[config.mk]
export PLATFORM = sky130hd
export DESIGN_NAME = l1_line_responder
export DESIGN_NICKNAME = d
export VERILOG_FILES = /design/src/rtl/l1_line_responder.sv
export SDC_FILE = /design/constraint.sdc
export NUM_CORES = 1
export LEC_CHECK = 0
export CAP_MARGIN = 20
export CORE_ASPECT_RATIO = 0.5
export CORE_MARGIN = 2
export CORE_UTILIZATION = 44
export CTS_CLUSTER_DIAMETER = 100
export CTS_CLUSTER_SIZE = 10
export DETAILED_ROUTE_END_ITERATION = 10
export HOLD_SLACK_MARGIN = 0.15
export MAX_ROUTING_LAYER = met4
export PLACE_DENSITY = 0.92
export RECOVER_POWER = 25
export SYNTH_ARGS = -nofsm -noshare
export SYNTH_HDL_FRONTEND = slang
export SYNTH_SLANG_ARGS = --single-unit
[constraint.sdc]
create_clock -name clk -period 2.7 [get_ports clk]
set_input_delay 0.54 -clock clk [delete_from_list [all_inputs] [get_ports clk]]
set_output_delay 0.54 -clock clk [all_outputs]
set_load 0.02 [all_outputs]
[src/rtl/l1_line_responder.sv]
// Line-wide L1 fill/writeback responder: buffers one cache line and moves it
// to or from the next level as a burst of narrower beats.
module l1_line_responder #(
    parameter int unsigned ADDR_WIDTH = 16,
    parameter int unsigned LINE_WIDTH = 128,
    parameter int unsigned BEAT_WIDTH = 32
) (
    input  logic                  clk,
    input  logic                  rst_n,
    input  logic [ADDR_WIDTH-1:0] pmem_address,
    input  logic                  pmem_read,
    input  logic                  pmem_write,
    input  logic [LINE_WIDTH-1:0] pmem_wdata,
    output logic [LINE_WIDTH-1:0] pmem_rdata,
    output logic                  pmem_resp,
    output logic [ADDR_WIDTH-1:0] burst_address,
    output logic                  burst_read,
    output logic                  burst_write,
    output logic [BEAT_WIDTH-1:0] burst_wdata,
    input  logic [BEAT_WIDTH-1:0] burst_rdata,
    input  logic                  burst_resp
);

    localparam int unsigned NBEATS = LINE_WIDTH / BEAT_WIDTH;
    localparam int unsigned CNT_W  = $clog2(NBEATS);
    localparam int unsigned OFF_W  = $clog2(LINE_WIDTH / 8);

    localparam logic [CNT_W-1:0]      LAST_BEAT = CNT_W'(NBEATS - 1);
    localparam logic [ADDR_WIDTH-1:0] OFF_MASK  = ADDR_WIDTH'((1 << OFF_W) - 1);

    typedef enum logic [1:0] {
        StIdle,
        StRBurst,
        StWBurst,
        StResp
    } state_t;

    state_t                state_q, state_d;
    logic [CNT_W-1:0]      cnt_q, cnt_d;
    logic [LINE_WIDTH-1:0] buf_q, buf_d;
    logic [ADDR_WIDTH-1:0] addr_q, addr_d;

    always_ff @(posedge clk or negedge rst_n) begin
        if (!rst_n) begin
            state_q <= StIdle;
            cnt_q   <= '0;
            buf_q   <= '0;
            addr_q  <= '0;
        end else begin
            state_q <= state_d;
            cnt_q   <= cnt_d;
            buf_q   <= buf_d;
            addr_q  <= addr_d;
        end
    end

    always_comb begin
        state_d     = state_q;
        cnt_d       = cnt_q;
        buf_d       = buf_q;
        addr_d      = addr_q;
        pmem_resp   = 1'b0;
        burst_read  = 1'b0;
        burst_write = 1'b0;
        burst_wdata = '0;

        case (state_q)
            StIdle: begin
                // Write takes priority; a simultaneous read must be re-presented.
                if (pmem_write) begin
                    addr_d  = pmem_address & ~OFF_MASK;
                    buf_d   = pmem_wdata;
                    cnt_d   = '0;
                    state_d = StWBurst;
                end else if (pmem_read) begin
                    addr_d  = pmem_address & ~OFF_MASK;
                    cnt_d   = '0;
                    state_d = StRBurst;
                end
            end
            StWBurst: begin
                burst_write = 1'b1;
                burst_wdata = buf_q[BEAT_WIDTH*int'(cnt_q) +: BEAT_WIDTH];
                if (burst_resp) begin
                    cnt_d = cnt_q + CNT_W'(1);
                    if (cnt_q == LAST_BEAT) state_d = StResp;
                end
            end
            StRBurst: begin
                burst_read = 1'b1;
                if (burst_resp) begin
                    buf_d[BEAT_WIDTH*int'(cnt_q) +: BEAT_WIDTH] = burst_rdata;
                    cnt_d = cnt_q + CNT_W'(1);
                    if (cnt_q == LAST_BEAT) state_d = StResp;
                end
            end
            StResp: begin
                // Request lines are not sampled here, so a held request is served once.
                pmem_resp = 1'b1;
                state_d   = StIdle;
            end
            default: state_d = StIdle;
        endcase
    end

    assign pmem_rdata    = buf_q;
    assign burst_address = addr_q;

endmodule

; ---- After elaboration in Yosys (flattened, before gate mapping)
; Index checks and enable logic that the tools add are counted.
[word_totals]
regBits = 148
inputBits = 181
out_inout_bits = 179
word_cells = 46
[op_classes]
addsub = 2
n_eq_ne = 9
shifts = 3
muxes = 19
n_reduce_logical = 9
[op_table]
columns = operator, n
row1 = $mux 128, 2
row2 = $pmux 128 s2, 1
row3 = $bwmux 128, 1
row4 = $shift 32x34->128 const A, 1
row5 = $shiftx 128x8->32, 1
row6 = $shiftx 32x34->128, 1
row7 = $neg 7->34, 1
row8 = $mux 16, 2
row9 = $mux 32, 1
row10 = $mux 2, 7
row11 = $reduce_and 3->1, 3
row12 = $eq 2x2->1 const B, 3
row13 = $pmux 2 s3, 1
row14 = $reduce_bool 2->1, 3
row15 = $ne 2x1->1 const B, 2
row16 = $ne 2x2->1 const B, 2
row17 = $pmux 2 s2, 1
row18 = $mux 1, 3
row19 = $ne 3x3->1 const B, 1
row20 = $add 2x1->2 const B, 1
row21 = $eq 2x1->1 const B, 1
row22 = $logic_not 2->1, 1
row23 = $reduce_and 2->1, 1
row24 = $reduce_or 2->1, 1

; ---- Depth between registers and ports, before layout
; Gate-level depths: netlist (run 1).
[logic_depth]
ltp_word = 5
mapped_depth = 10
mapped_depth_nobuf = 5

; ---- Worst setup path after synthesis (run 1)
; No wires, ideal clock.
[synth_path]
kind = register to register
startpoint = register cnt_q[1]
endpoint = register buf_q[36] (netlist: pmem_rdata[36])
setup_time_ns = 0.125
t_arrival_ns = 2.298
t_required_ns = 2.575
slack_ns = 0.277
path_stages_with_launch = 11
path_buffers = 5
synth_period_minus_slack_ns = 2.423
cell_sequence = dfrtp_1 > buf_2 > buf_1 > inv_1 > ha_1 > buf_6 > and2_1 > clkbuf_1 > buf_2 > a32o_1 > mux2_4
[synth_via]
elab_chain_len = 5
word_cells_on_any_way = 6
cone_classes = add/sub (1) / shift (2) / mux (3)
[synth_rtl]
columns = item, line
row1 = start: declaration, 39  ; logic [CNT_W-1:0] cnt_q, cnt_d;
row2 = start signal: assignment, 51  ; cnt_q <= cnt_d;
row3 = $neg 7->34 *, 92  ; buf_d[BEAT_WIDTH*int'(cnt_q) +: BEAT_WIDTH] = burst_rdata;
row4 = $shiftx 32x34->128 / $shift 32x34->128 (equally long branches), 92
row5 = $bwmux 128 *, 92
row6 = $mux 128 *, 91  ; if (burst_resp) begin
row7 = $pmux 128 s2 *, 67  ; case (state_q)
row8 = end signal: assignment, 52  ; buf_q <= buf_d;
row9 = end: declaration, 40  ; logic [LINE_WIDTH-1:0] buf_q, buf_d;
; Every way passes the cells marked *; elsewhere a longest branch is shown, timed or not. The select of a mux whose other input is x is not followed.
; A chain may end at the register's enable or synchronous reset.

; ---- Final worst setup path (run 1)
[layout_path]
startpoint = register cnt_q[0]
endpoint = output burst_wdata[22]
[layout_via]
elab_chain_len = 2
[layout_rtl]
columns = item, line
row1 = $shiftx 128x8->32, 83  ; burst_wdata = buf_q[BEAT_WIDTH*int'(cnt_q) +: BEAT_WIDTH];
row2 = $mux 32, 67
row3 = end: declaration, 19  ; output logic [BEAT_WIDTH-1:0] burst_wdata,
; Every way passes these cells.

==> results_dict.tcl, run 1 <==
set metrics [dict create \
    hp-start "burst_address[10]" \
    die_w_um 204 \
    die_y_um 104 \
    cts_root_buf "clkbuf_16" \
    grt_pass1_vias 8602 \
    grt_max_degree 56 \
    remaining_drc_errors 0 \
    num_vias 7988 \
    crit_start "cnt_q[0]" \
    grt_first_pass_wirelength_um 51600 \
    power_leakage_nw 5.66 \
    relSlewSlack_pct 9.45 \
    syn_area_per_cell_um2 13.1 \
    tns_ns 0 \
    path_delay_family "buffers and inverters" \
    timing.final.crit_share_pct 98.9 \
    cp_num_buf_inv 3 \
    final_cells 1279 \
    clkTransAtPathRegs_ns 0.06 \
    clock_latency_ns 0.43 \
    dpl.cell_count 1239 \
    cap_violations 0 \
    period_minus_slack_ns 2.67 \
    most-common-layout-cells "clkdlybuf4s50_1 (318), dfrtp_1 (142), mux2_2 (110)" \
    wl_um 34600 \
    p_per_area_mw_per_mm2 1410 \
    critical_path_depth 5 \
    report.final.hold_viol_count 0 \
    place_hpwl_um 22900 \
    worstMarginPinSlew_ns 1.36 \
    timing.fmax_ghz 0.374 \
    setup_violations 0 \
    path_cells "buf_4 > buf_12 > mux4_2 > and2_1 > clkdlybuf4s15_2" \
    viasPerCell 6.25 \
    worstSetupStartpointType "flip-flop" \
    slowest_stage "mux4_2" \
    synthArstFlopShare_pct 100 \
    synth_flop_cell "dfrtp_1" \
    rrSetupSlack_ns 0.10 \
    io_buffers 351 \
    drtAntennaViolNets 0 \
    num_antenna_cells 0 \
    outcome "complete, no violations" \
    core_area_mm2 0.0195 \
    r2r_end "pmem_rdata[14]" \
    gp_congestion 0.924 \
    ir_drop_v 0.000788 \
    crit_required_ns 2.16 \
    crit_path_end_kind "primary output" \
    start_util_pct 45.1 \
    holdPathEnd "burst_address[10]" \
    seq_area_frac_synth_pct 40.9 \
    hold_depth 1 \
    drive_above_1_share_pct 26.3 \
    grt_remaining_overflow 0 \
    cts_buffers 17 \
    cts_buffer_depth 2 \
    maxSlewViolCount 0 \
    drt_first_iter_violations 622 \
    ctsHtreeMaxLevel 4 \
    worstHoldPathType "flip-flop to flip-flop" \
    synth_edf_count 0 \
    rsz0062_at_grt "yes" \
    max_stage_delay_ns 0.55 \
    grtUsageTotal_pct 33.0 \
    fill_cells 1433 \
    worst_ep_arrival_time_ns 2.13 \
    r2r-start "cnt_q[0]" \
    ys_types 36 \
    crit_type "flip-flop to primary output" \
    wl_per_cell_um 27.0 \
    antenna_found_initial 0 \
    cp_max_fo 5 \
    drt_first_pass_iters 5 \
    num-nets-final 1190 \
    cts_sinks 144 \
    layout_commonest_cell "clkdlybuf4s50_1" \
    area.growth.synth_to_final_pct 49.9 \
    holdWs_ns 0.505 \
    io_pins 360 \
    rows 36 \
    clock_skew_ns 0.0109 \
    cts_tree "built" \
    ys_warn_count 0 \
    syn-instance-count 674 \
    reg2regPathDepth 6 \
    synth-seq-cells 144 \
    syn-cell-area_mm2 0.00881 \
    dieArea_mm2 0.0212 \
]
## report_power, final
group | switching [mW] | leakage, nW | internal [mW]
sequential | 0.984 | 1.74 | 3.29
clock | 0.996 | 0.302 | 1.64
combinational | 5.91 | 3.62 | 5.77
## cells in the mapped netlist, types with 2 or more instances
cell | n | area (um^2)
dfrtp_1 | 144 | 3600
mux2_2 | 110 | 1240
nor2b_1 | 68 | 425
a41o_1 | 64 | 641
a32o_1 | 63 | 631
clkbuf_1 | 37 | 139
and2_1 | 33 | 206
mux4_2 | 32 | 721
mux2_4 | 29 | 435
buf_6 | 18 | 203
buf_2 | 14 | 70.1
buf_4 | 12 | 90.1
ha_1 | 9 | 113
nand2_1 | 7 | 26.3
inv_1 | 5 | 18.8
nand3_1 | 5 | 25.0
a21oi_4 | 4 | 65.1
o2bb2ai_1 | 2 | 17.5
## registers in the layout (all words and copies together) (netlist names)
register and cells:
cnt_q 2, pmem_rdata 128, burst_address 12, state_q 2
## routing by layer
metal | track usage [%] | up-vias | share of wire, %
met5 | - | - | 0
met4 | 14.2 | 0 | 3.8
met3 | 7.05 | 109 | 7.8
met2 | 51.8 | 474 | 48
met1 | 41.4 | 4131 | 40
li1 | - | 3274 | -
## through the flow
stage	power (mW)	cell area (um^2)	util [%]	setup WS, ns
global placement	15.4	12500	64.0	0.178
floorplan	10.9	8820	-	0.277
finish	18.6	13200	67.5	0.0289
CTS	18.3	13200	67.4	-0.0000202
detailed placement	15.8	12500	64.0	0.0439
global route	19.3	13200	67.5	-0.0271
## worst reg2reg max path, cell delays in order (launching register included)
cell       delay [ns]
dfrtp_2          0.44
bufbuf_16        0.30
inv_1            0.11
ha_2             0.43
nor2b_4          0.82
a41o_1           0.30
mux2_2           0.15
## how the worst max path moves through the flow
stage	to	slack (ns)
floorplan	pmem_rdata[36]	0.28
global placement	pmem_rdata[36]	0.18
detailed placement	pmem_rdata[55]	0.04
CTS	burst_wdata[22]	-0.00002
global route	burst_wdata[0]	-0.03
finish	burst_wdata[22]	0.03
## cell families after synthesis
kind of cell             count (synthesis)  share of synthesized area, %
AND/OR/NAND/NOR                        117                          8.10
multiplexers                           173                          27.6
flip-flops                             144                          40.9
adder cells (fa/ha/maj)                  9                          1.28
other                                    1                        0.0426
buffers and inverters                   88                          5.99
AO/OA/AOI/OAI                          142                          16.1
## final cells by class
| cell class | instances | area, um^2 | area share (%) |
|---|---|---|---|
| Tap cell | 266 | 333 | 2.52 |
| Clock buffer | 18 | 429 | 3.25 |
| Clock inverter | 14 | 213 | 1.61 |
| Inverter | 6 | 22.5 | 0.171 |
| Sequential cell | 144 | 3610 | 27.3 |
| Timing Repair Buffer | 385 | 3850 | 29.1 |
| Multi-Input combinational cell | 446 | 4750 | 36.0 |
## what timing repair did
item	in CTS	in global routing
gates cloned	1	2
setup endpoints to repair	32	83
endpoints found under the hold margin	48	0
gates resized for setup	42	20
hold buffers	1	0
setup buffers	1	3
Note: power is estimated with default switching activity, not from simulation.
==> run 2, diff against run 1 <==
--- a/config.mk
+++ b/config.mk
@@ -16,6 +16,7 @@
 export MAX_ROUTING_LAYER = met4
 export PLACE_DENSITY = 0.92
 export RECOVER_POWER = 25
+export SETUP_SLACK_MARGIN = 0.02
 export SYNTH_ARGS = -nofsm -noshare
 export SYNTH_HDL_FRONTEND = slang
 export SYNTH_SLANG_ARGS = --single-unit
==> results_dict.tcl, run 2 (synthesized netlist as in run 1, its figures left out) <==
set metrics [dict create \
    outcome "complete, no violations" \
    clkTransAtPathRegs_ns 0.06 \
    cts_sinks 144 \
    rows 36 \
    maxSlewViolCount 0 \
    num-nets-final 1189 \
    ctsHtreeMaxLevel 4 \
    drt_first_iter_violations 606 \
    timing.final.crit_share_pct 97.8 \
    grt_pass1_vias 8583 \
    cts_buffer_depth 2 \
    power_leakage_nw 5.63 \
    grt_remaining_overflow 0 \
    die_y_um 104 \
    timing.fmax_ghz 0.379 \
    crit_path_end_kind "primary output" \
    io_pins 360 \
    wl_um 34400 \
    period_minus_slack_ns 2.64 \
    tns_ns 0 \
    grtUsageTotal_pct 33.0 \
    ir_drop_v 0.000792 \
    worstMarginPinSlew_ns 1.34 \
    report.final.hold_viol_count 0 \
    p_per_area_mw_per_mm2 1410 \
    gp_congestion 0.924 \
    crit_type "flip-flop to primary output" \
    cp_max_fo 7 \
    drtAntennaViolNets 0 \
    total_power_mw 18.6 \
    cts_tree "built" \
    setup_violations 0 \
    drt_first_pass_iters 5 \
    cts_buffers 17 \
    die_w_um 204 \
    core_area_mm2 0.0195 \
    remaining_drc_errors 0 \
    wl_per_cell_um 26.9 \
    layout_commonest_cell "clkdlybuf4s50_1" \
    most-common-layout-cells "clkdlybuf4s50_1 (318), dfrtp_1 (142), mux2_2 (110)" \
    num_vias 7973 \
    clock_skew_ns 0.0134 \
    clock_latency_ns 0.44 \
    antenna_found_initial 1 \
    io_buffers 351 \
    worst_ep_arrival_time_ns 2.10 \
    worstSetupStartpointType "flip-flop" \
    grt_first_pass_wirelength_um 51600 \
    area.growth.synth_to_final_pct 49.9 \
    drive_above_1_share_pct 26.6 \
    viasPerCell 6.23 \
    setup_slack_ns 0.0603 \
    cap_violations 0 \
    crit_required_ns 2.16 \
    largest_reg_flops 128 \
    relSlewSlack_pct 10.5 \
    start_util_pct 45.1 \
    worstHoldPathType "flip-flop to flip-flop" \
    place_hpwl_um 22900 \
    dpl.cell_count 1239 \
    preCtsSetupSlack_ns 0.0439 \
    cts_root_buf "clkbuf_16" \
    dieArea_mm2 0.0212 \
    grt_max_degree 56 \
    final_cells 1279 \
    rsz0062_at_grt "no" \
]
-- run 2: changes by cell type in the layout (fill, tap and decap cells not counted), sizes merged --
cell           previous run  this run
dlygate4sd2              18        14
diode                     0         1
clkdlybuf4s15             3        11
clkbuf                   30        23
buf                      32        35
bufbuf                    1         0
-- run 2: timing repair --
action	in CTS	in global routing
setup buffers	1	2
endpoints found under the setup margin	32	81
cloned	1	2
hold buffers	1	0
resized for setup	62	14
hold endpoints to repair	48	0
-- run 2: worst max-delay path, cell delays in order, from the launching register on --
cell and delay [ns]:
dfrtp_2 0.40, buf_6 0.16, clkbuf_16 0.19, mux4_2 0.49, and2_1 0.16, clkdlybuf4s15_2 0.26
-- run 2: power breakdown --
| part | internal [mW] | total [mW] | leakage, nW | switching (mW) |
|---|---|---|---|---|
| clock | 1.64 | 2.63 | 0.302 | 0.995 |
| combinational | 5.76 | 11.7 | 3.59 | 5.90 |
| sequential | 3.29 | 4.28 | 1.74 | 0.984 |
-- run 2: per-layer routing --
layer | GRT usage [%] | vias up | share of wire, %
met3 | 6.95 | 113 | 8.0
met2 | 51.5 | 468 | 48
met1 | 41.5 | 4118 | 40
met4 | 14.6 | 0 | 3.7
li1 | - | 3274 | -
met5 | - | - | 0
-- run 2: worst paths after layout --
check	cells past startpoint	slack, ns	end	from
min reg2reg	1	0.51	burst_address[10]	burst_address[10]
max in group asynchronous	3	0.61	cnt_q[1]	rst_n
max reg2reg	7	0.12	pmem_rdata[13]	cnt_q[0]
min	1	0.51	burst_address[10]	burst_address[10]
min in group asynchronous	2	0.96	pmem_rdata[36]	rst_n
max	5	0.06	burst_wdata[28]	cnt_q[0]
-- run 2: layout make-up --
cell class | count | area, um^2
diodes | 1 | 2.50
clock buffers | 18 | 429
clock inverters | 14 | 213
fillers | 1429 | 6340
inverters | 6 | 22.5
multi-input cells | 446 | 4750
flip-flops and latches | 144 | 3610
well taps | 266 | 333
repair buffers | 384 | 3850
-- run 2: metrics by stage --
step / utilization (%) / hold slack [ns] / cell area, um^2
after floorplan: - / 0.244 / 8820
after global placement: 64.0 / 0.487 / 12500
after detailed placement: 64.0 / 0.494 / 12500
after CTS: 67.4 / 0.509 / 13200
after global routing: 67.6 / 0.518 / 13200
final: 67.6 / 0.505 / 13200
